==> config.mk <==
export PLATFORM = sky130hd
export DESIGN_NAME = cv32e40s_hardening_alert_ctrl
export DESIGN_NICKNAME = d
export VERILOG_FILES = /design/src/rtl/cv32e40s_hardening_alert_ctrl.sv
export SDC_FILE = /design/constraint.sdc
export NUM_CORES = 1
export LEC_CHECK = 0
export ABC_CLOCK_PERIOD_IN_PS = 3690
export CAP_MARGIN = 5
export CORE_MARGIN = 5
export CORE_UTILIZATION = 40
export CTS_CLUSTER_DIAMETER = 50
export CTS_CLUSTER_SIZE = 16
export DETAILED_ROUTE_END_ITERATION = 10
export PLACE_DENSITY = 0.75
export SYNTH_ARGS = -nofsm -noshare
export SYNTH_HDL_FRONTEND = slang
export SYNTH_SLANG_ARGS = --single-unit
==> constraint.sdc <==
create_clock -name clk -period 3.69 [get_ports clk]
set_clock_uncertainty 0.15 [all_clocks]
set_input_delay 0.5535 -clock clk [delete_from_list [all_inputs] [get_ports clk]]
set_output_delay 0.5535 -clock clk [all_outputs]
set_load 0.01 [all_outputs]
==> src/rtl/cv32e40s_hardening_alert_ctrl.sv <==
// Hardening checker sequencer: arms the checkers after enable, then aggregates
// their major/minor flags into sticky alerts with minor-event escalation.
module cv32e40s_hardening_alert_ctrl #(
  parameter int NUM_SRC      = 4,
  parameter int ARM_DELAY    = 2,
  parameter int MINOR_CNT_W  = 4,
  parameter int MINOR_THRESH = 8
) (
  input  logic                   clk,
  input  logic                   rst_n,
  input  logic                   hardening_en_i,
  input  logic                   debug_mode_i,
  input  logic [NUM_SRC-1:0]     src_err_i,
  input  logic [NUM_SRC-1:0]     src_minor_i,
  input  logic [NUM_SRC-1:0]     src_mask_i,
  output logic                   check_en_o,
  output logic                   alert_major_o,
  output logic                   alert_minor_o,
  output logic [NUM_SRC:0]       err_src_o,
  output logic [MINOR_CNT_W-1:0] minor_cnt_o
);

  localparam int AW = (ARM_DELAY > 1) ? $clog2(ARM_DELAY) : 1;
  localparam logic [AW-1:0] ARM_INIT = AW'((ARM_DELAY > 0) ? ARM_DELAY - 1 : 0);
  localparam logic [MINOR_CNT_W-1:0] CNT_MAX = {MINOR_CNT_W{1'b1}};
  localparam logic [MINOR_CNT_W-1:0] THRESH  = MINOR_CNT_W'(MINOR_THRESH);

  typedef enum logic [1:0] {DISABLED, ARMING, ARMED, FAULT} state_e;

  state_e                 state_q, state_d;
  logic [AW-1:0]          arm_cnt_q, arm_cnt_d;
  logic [MINOR_CNT_W-1:0] minor_cnt_q, minor_cnt_d;
  logic [NUM_SRC:0]       err_src_q, err_src_d;
  logic                   check_en_q, check_en_d;
  logic                   alert_major_q, alert_major_d;
  logic                   alert_minor_q, alert_minor_d;
  logic [NUM_SRC-1:0]     qual_err;
  logic                   qual_minor;
  logic                   thresh_hit;

  // Qualification uses the registered enable so checkers and this block agree.
  assign qual_err   = src_err_i & ~src_mask_i & {NUM_SRC{check_en_q}};
  assign qual_minor = (|(src_minor_i & ~src_mask_i)) & check_en_q;

  always_comb begin
    state_d       = state_q;
    arm_cnt_d     = arm_cnt_q;
    minor_cnt_d   = minor_cnt_q;
    err_src_d     = err_src_q;
    alert_major_d = alert_major_q;
    alert_minor_d = 1'b0;
    thresh_hit    = 1'b0;
    case (state_q)
      DISABLED: begin
        if (hardening_en_i) begin
          state_d   = (ARM_DELAY == 0) ? ARMED : ARMING;
          arm_cnt_d = ARM_INIT;
        end
      end
      ARMING: begin
        if (!hardening_en_i)      state_d = DISABLED;
        else if (arm_cnt_q == '0) state_d = ARMED;
        else                      arm_cnt_d = arm_cnt_q - 1'b1;
      end
      ARMED: begin
        if (qual_minor) begin
          alert_minor_d = 1'b1;
          if (minor_cnt_q != CNT_MAX) minor_cnt_d = minor_cnt_q + 1'b1;
          thresh_hit = (minor_cnt_d >= THRESH);
        end
        if ((|qual_err) || thresh_hit) begin
          state_d       = FAULT;
          alert_major_d = 1'b1;
          err_src_d     = {thresh_hit, qual_err};
        end else if (!hardening_en_i) begin
          state_d     = DISABLED;
          minor_cnt_d = '0;
        end
      end
      FAULT:   state_d = FAULT;
      default: state_d = FAULT;
    endcase
    check_en_d = (state_d == ARMED) && !debug_mode_i;
  end

  always_ff @(posedge clk or negedge rst_n) begin
    if (!rst_n) begin
      state_q       <= DISABLED;
      arm_cnt_q     <= '0;
      minor_cnt_q   <= '0;
      err_src_q     <= '0;
      check_en_q    <= 1'b0;
      alert_major_q <= 1'b0;
      alert_minor_q <= 1'b0;
    end else begin
      state_q       <= state_d;
      arm_cnt_q     <= arm_cnt_d;
      minor_cnt_q   <= minor_cnt_d;
      err_src_q     <= err_src_d;
      check_en_q    <= check_en_d;
      alert_major_q <= alert_major_d;
      alert_minor_q <= alert_minor_d;
    end
  end

  assign check_en_o    = check_en_q;
  assign alert_major_o = alert_major_q;
  assign alert_minor_o = alert_minor_q;
  assign err_src_o     = err_src_q;
  assign minor_cnt_o   = minor_cnt_q;

endmodule

==> summary.txt, run 1 <==
Clock network
  – CTS tree: done
  – Hold buffer count at CTS: 0
  – Clock Latency Late Sink: 280 ps
  – Post-CTS Setup Bufs: 0
  – Clk slew on worst S/H paths: 80 ps
  – Clock sinks: 15
  – Clk buf depth: 2
  – CTS H-Tree Depth: 1
  – CTS resizes: 0
  – Clk Tree Root Cell: clkbuf_4
  – Num CTS Buffers: 3

Global route
  – Initial antenna violation count: 0
  – Tot GR Track Use: 14.7%
  – GRT overflow: 0
  – First-pass GRT wire length: 3750 um
  – Largest net degree at the start of global routing: 16
  – Vias in the first global route: a little over 800

Logic synthesis
  – Synth cell types: 33
  – Seq cells post-synth: 15
  – Syn Nets: 106
  – Syn avg cell area: 9.66 um^2
  – Ys Warns: 0
  – Syn Inst Count: 89
  – Seq/Total Area, Yosys: 43.7%
  – Mapped Area: ~860 um^2

Setup path
  – CP endpoint kind: output pin
  – Crit. path cell count: 1
  – Worst EP arrival: 1310 ps
  – CP max stage delay: 570 ps
  – Reg-to-reg critical path endpoint: minor_cnt_o[1]
  – Cell class contributing the biggest share of worst-path delay: buffers and inverters
  – Critical path type: reg2out
  – Critical-path top delay cell: clkdlybuf4s50_1
  – Crit-path cells: clkdlybuf4s50_1
  – Worst-path maximum fanout: 4
  – R2R Setup Slk: 1760 ps
  – Startpoint Class: flip-flop
  – Reg-to-reg startpoint: minor_cnt_o[0]
  – Worst reg2reg path depth: 5
  – CP required: roughly 3000 ps
  – CP Buf/Inv Count: 1

Routing
  – DR vias: 771
  – Number of DRC markers in iteration 0: 15
  – Drt first pass iters: 4
  – Number of DRC violations after detailed routing: 0
  – Vias per Instance: 5.28
  – ANT nets after route: 0
  – Routed len/inst: 13.8 um
  – Post-Route WL: between 2000 and 2500 um

Floorplan
  – Row count: 16
  – Die Height: around 56 um
  – Core area: 2000 um^2
  – Starting Density: a little over two fifths
  – I/O pin total: 28
  – Die X: about 56 um
  – Die area: 3180 um^2

STA
  – Slew HR: 54.2%
  – Worst Max-Slew Pin Slew: 685 ps
  – Max Slew Vio Count: 0
  – Setup TNS Final: 0 ps
  – RSZ-0062 raised after global routing: no
  – Fin Hold WS: 335 ps
  – # setup viols final: 0
  – Final period util: a little over half
  – Peak Freq: 496 MHz
  – Final hold violation count: 0
  – Post-layout min period: 2010 ps

Cells and area
  – Most common cell after layout, fill and taps aside: clkdlybuf4s50_1
  – Most frequent cells in the layout: clkdlybuf4s50_1 (27), dfrtp_1 (15), inv_1 (9), nor2_1 (9), o21ai_0 (9)
  – Nets: between 100 and 150
  – Share of layout cells above drive strength 1: 8.40%
  – Number of diodes: 0
  – Synth-to-layout area growth: 37.1%

Worst hold path
  – Hold Path End: alert_major_o
  – WHS Path Cells: 1
  – Worst hold start: alert_major_o
  – Worst hold path class: reg2reg

Place
  – Dpl hpwl: 1580 um
  – Routability congestion estimate: 0.879
  – IO Port Bufs: 27

Power and ir drop
  – Leakage: 0.545 nW
  – P per Cell Area: 485 nW/um^2
  – VDD IR max: 0.284 mV

Run
  – Max Cap Violations: 0

Run status
  – Run status: finished clean
==> metal layers <==
layer  track usage [%]  wire (um)  up-vias
li1                  -          -      383
met1              18.6        948      360
met2              23.2        915       24
met3              4.82        126        4
met4              5.76         21        0
met5                 0          0        -
==> worst max-delay path by stage <==
stage	from	slack (ps)	end
floorplan	src_minor_i[1]	1910	minor_cnt_o[0]
global placement	src_minor_i[1]	1420	minor_cnt_o[0]
detailed placement	src_mask_i[3]	1360	minor_cnt_o[2]
CTS	src_mask_i[3]	1650	minor_cnt_o[2]
global route	src_minor_i[0]	1590	minor_cnt_o[2]
finish	check_en_o	1680	check_en_o
==> power breakdown <==
part	internal [mW]	switching (mW)	leakage [nW]
clock network	0.0419	0.0501	0.0150
registers	0.210	0.0466	0.179
logic	0.124	0.0989	0.352
total	0.376	0.196	0.545
==> final cells by class <==
cell class / count / area [um^2]
Fill cell: 181 / 823
Sequential cell: 15 / 375
Multi-Input combinational cell: 63 / 435
Tap cell: 27 / 33.8
Clock buffer: 4 / 26.3
Inverter: 10 / 37.5
Timing Repair Buffer: 27 / 270
==> registers in the layout (all words and copies together) (netlist names) <==
name           count
arm_cnt_q          1
minor_cnt_o        4
check_en_o         1
state_q            2
err_src_o          5
alert_major_o      1
alert_minor_o      1
==> synth_stat cells <==
master / n / share of area (%)
nand2b_1: 8 / 5.8
and4b_1: 1 / 1.2
nand3b_4: 1 / 2.3
o21ai_1: 2 / 1.2
nor2b_1: 4 / 2.9
a21oi_1: 7 / 4.1
inv_1: 9 / 3.9
a31o_1: 1 / 1.0
a41o_4: 1 / 2.5
a211oi_1: 1 / 0.87
nand3_1: 1 / 0.58
nor2_1: 9 / 3.9
nor4_1: 1 / 0.73
mux2i_1: 1 / 1.2
or2b_1: 2 / 1.7
buf_6: 1 / 1.3
a22oi_2: 1 / 1.5
and2_2: 1 / 0.87
or3_1: 1 / 0.73
dfrtp_1: 15 / 44
nand3b_1: 1 / 0.87
o41ai_2: 1 / 1.9
a221o_1: 1 / 1.2
o21ai_0: 9 / 5.2
inv_2: 1 / 0.44
a2bb2oi_1: 1 / 1.0
and4_1: 1 / 1.0
and3_1: 1 / 0.73
ha_1: 1 / 1.5
o221a_2: 1 / 1.3
o31ai_1: 1 / 0.87
a22oi_1: 1 / 0.87
o211a_1: 1 / 1.2
==> metrics by stage <==
step	instances	utilization, %	area [um^2]	total power [mW]	worst slack [ps]
final	146	58.9	1180	0.572	1680
after global routing	146	58.9	1180	0.616	1590
after CTS	146	58.9	1180	0.578	1650
after detailed placement	142	57.6	1150	0.486	1360
after global placement	142	57.6	1150	0.477	1420
after floorplan	89	-	860	0.387	1910
==> kinds of logic after synthesis <==
group                      Yosys count  synth area share [%]
and+or+nand+nor                     32                  23.4
adders and majority gates            1                  1.46
muxes                                1                  1.16
DFF                                 15                  43.7
AOI/OAI and AO/OA                   29                  24.6
buffers and inverters               11                  5.68
==> worst register-to-register path: stages, from the launching register on <==
cell	delay, ps
dfrtp_1	440
ha_1	260
nand2b_1	150
mux2i_1	330
o221a_2	360
a22oi_1	120
Note: power is estimated with default switching activity, not from simulation.
==> run 2, diff against run 1 <==
--- a/config.mk
+++ b/config.mk
@@ -5,7 +5,7 @@
 export SDC_FILE = /design/constraint.sdc
 export NUM_CORES = 1
 export LEC_CHECK = 0
-export ABC_CLOCK_PERIOD_IN_PS = 3690
+export ABC_CLOCK_PERIOD_IN_PS = 1900
 export CAP_MARGIN = 5
 export CORE_MARGIN = 5
 export CORE_UTILIZATION = 40
==> constraint.sdc (replaced) <==
create_clock -name clk -period 1.9 [get_ports clk]
set_clock_uncertainty 0.15 [all_clocks]
set_input_delay 0.285 -clock clk [delete_from_list [all_inputs] [get_ports clk]]
set_output_delay 0.285 -clock clk [all_outputs]
set_load 0.01 [all_outputs]
==> summary.txt, run 2 (synthesis gave the netlist of run 1 again) <==
Run status
  – Run status: finished clean

Place
  – Dpl cells: 150 (+5.6%)
  – IO Port Bufs: 27 (unchanged)
  – Routability congestion estimate: 0.886 (+0.80%)
  – Dpl hpwl: 1680 um (+6.0%)

Floorplan
  – Die X: 56.4 um (unchanged)
  – Starting Density: 42.9% (unchanged)
  – I/O pin total: 28 (unchanged)
  – Row count: 16 (unchanged)
  – Core area: 2000 um^2 (unchanged)
  – Die Height: 56.4 um (unchanged)
  – Die area: 3180 um^2 (unchanged)

Cells and area
  – Utilization after layout: 62.4% (+3.5 points)
  – Most common cell after layout, fill and taps aside: clkdlybuf4s50_1
  – FILL cells: 165 (-8.8%)
  – Share of layout cells above drive strength 1: 17.3% (+8.9 points)
  – Most frequent cells in the layout: clkdlybuf4s50_1 (27), dfrtp_1 (14), inv_1 (9), nor2_1 (9), o21ai_0 (9)
  – Nets: 145 (+5.8%)
  – Largest register FFs: 5 (unchanged)
  – Post-Layout Cell Count: 154 (+5.5%)
  – Synth-to-layout area growth: 45.3%
  – Number of diodes: 0 (unchanged)

STA
  – RSZ-0062 raised after global routing: no
  – Fin Hold WS: 156 ps (-179 ps)
  – Peak Freq: 554 MHz
  – Final hold violation count: 0 (unchanged)
  – Final period util: between 90% and 100%
  – Max Slew Vio Count: 0 (unchanged)
  – Post-layout min period: 1810 ps
  – Setup TNS Final: 0 ps (unchanged)
  – # setup viols final: 0 (unchanged)
  – Slew HR: 78.4% (+24 points)
  – Worst Max-Slew Pin Slew: 321 ps (-364 ps)

Setup path
  – CP endpoint kind: flip-flop
  – Worst EP arrival: 1830 ps (+520 ps)
  – CP required: 1930 ps (-1060 ps)
  – Worst-path maximum fanout: 6 (+2)
  – Critical path type: reg2reg
  – Startpoint Class: flip-flop

Global route
  – Tot GR Track Use: 14.6% (-0.10 points)
  – GRT overflow: 0 (unchanged)
  – Largest net degree at the start of global routing: 16 (unchanged)
  – Initial antenna violation count: 0 (unchanged)
  – First-pass GRT wire length: 3660 um (-2.2%)
  – Vias in the first global route: 806 (-2.4%)

Clock network
  – Clk slew on worst S/H paths: 90 ps (about the same)
  – Hold buffer count at CTS: 0 (unchanged)
  – Clock sinks: 15 (unchanged)
  – Clk Tree Root Cell: clkbuf_4
  – CTS tree: done
  – Clock Latency Late Sink: 280 ps (about the same)
  – Num CTS Buffers: 3 (unchanged)
  – Post-CTS Setup Bufs: 0 (unchanged)
  – CTS H-Tree Depth: 1 (unchanged)
  – CTS resizes: 0 (unchanged)
  – Clk buf depth: 2 (unchanged)

Routing
  – Routed len/inst: 14.1 um (+2.2%)
  – DR vias: 795 (+3.1%)
  – Drt first pass iters: 4 (unchanged)
  – Number of DRC markers in iteration 0: 12 (-3)
  – Vias per Instance: 5.16 (-2.2%)
  – Post-Route WL: 2170 um (+7.8%)
  – Number of DRC violations after detailed routing: 0 (unchanged)
  – ANT nets after route: 0 (unchanged)

Power and ir drop
  – VDD IR max: 0.614 mV (+120%)
  – Total power: 1.14 mW (+100%)
  – P per Cell Area: 915 nW/um^2 (+89%)
  – Leakage: 0.581 nW (+6.5%)

Worst hold path
  – Worst hold path class: in2async

Run
  – Max Cap Violations: 0 (unchanged)
-- run 2: critical path, stage by stage (launching register included) --
cell	delay, ps
dfrtp_2	420
ha_2	220
nand2b_1	110
mux2i_1	70
buf_4	150
o221a_2	350
o211a_1	240
-- run 2: layout make-up --
class                   count  area, um^2  share of cell area (%)
multi-input cells          63         443                    35.5
flip-flops and latches     15         377                    30.2
inverters                  10        37.5                    3.01
clock inverters             1        5.00                   0.401
repair buffers             35         330                    26.5
well taps                  27        33.8                    2.71
clock buffers               3        22.5                    1.80
-- run 2: per-layer routing --
layer	global-route usage, %	part of all wire (%)	up-vias
met3	5.28	6.0	4
met5	0	0	-
met4	7.12	1.6	0
li1	-	-	392
met1	17.7	45	375
met2	22.9	48	24
-- run 2: power breakdown --
group / leakage [nW] / total, mW / internal [mW] / switching [mW]
combinational: 0.386 / 0.458 / 0.255 / 0.202
sequential: 0.177 / 0.505 / 0.409 / 0.0964
clock: 0.0177 / 0.180 / 0.0781 / 0.102
-- run 2: worst paths after layout --
kind,to,from,slack [ps],cells after the start
worst max-delay path,check_en_o,minor_cnt_o[0],90,6
worst min-delay path,check_en_o,rst_n,160,2
worst max register to register,check_en_o,minor_cnt_o[0],90,6
worst min register to register,alert_major_o,alert_major_o,330,1
max in group asynchronous,minor_cnt_o[0],rst_n,1250,2
min in group clk,alert_major_o,alert_major_o,330,1
-- run 2: stage by stage --
step,worst slack [ps],instance area (um^2)
finish,93.6,1250
global route,4.43,1250
CTS,54.0,1240
detailed placement,-115,1210
global placement,-87.9,1210
floorplan,173,860
==> run 3, diff against run 2 <==
--- a/config.mk
+++ b/config.mk
@@ -12,6 +12,7 @@
 export CTS_CLUSTER_DIAMETER = 50
 export CTS_CLUSTER_SIZE = 16
 export DETAILED_ROUTE_END_ITERATION = 10
+export HOLD_SLACK_MARGIN = 0.12
 export PLACE_DENSITY = 0.75
 export SYNTH_ARGS = -nofsm -noshare
 export SYNTH_HDL_FRONTEND = slang
==> results of run 3 <==
The final DEF is identical to that of run 2; final timing and power are the same.
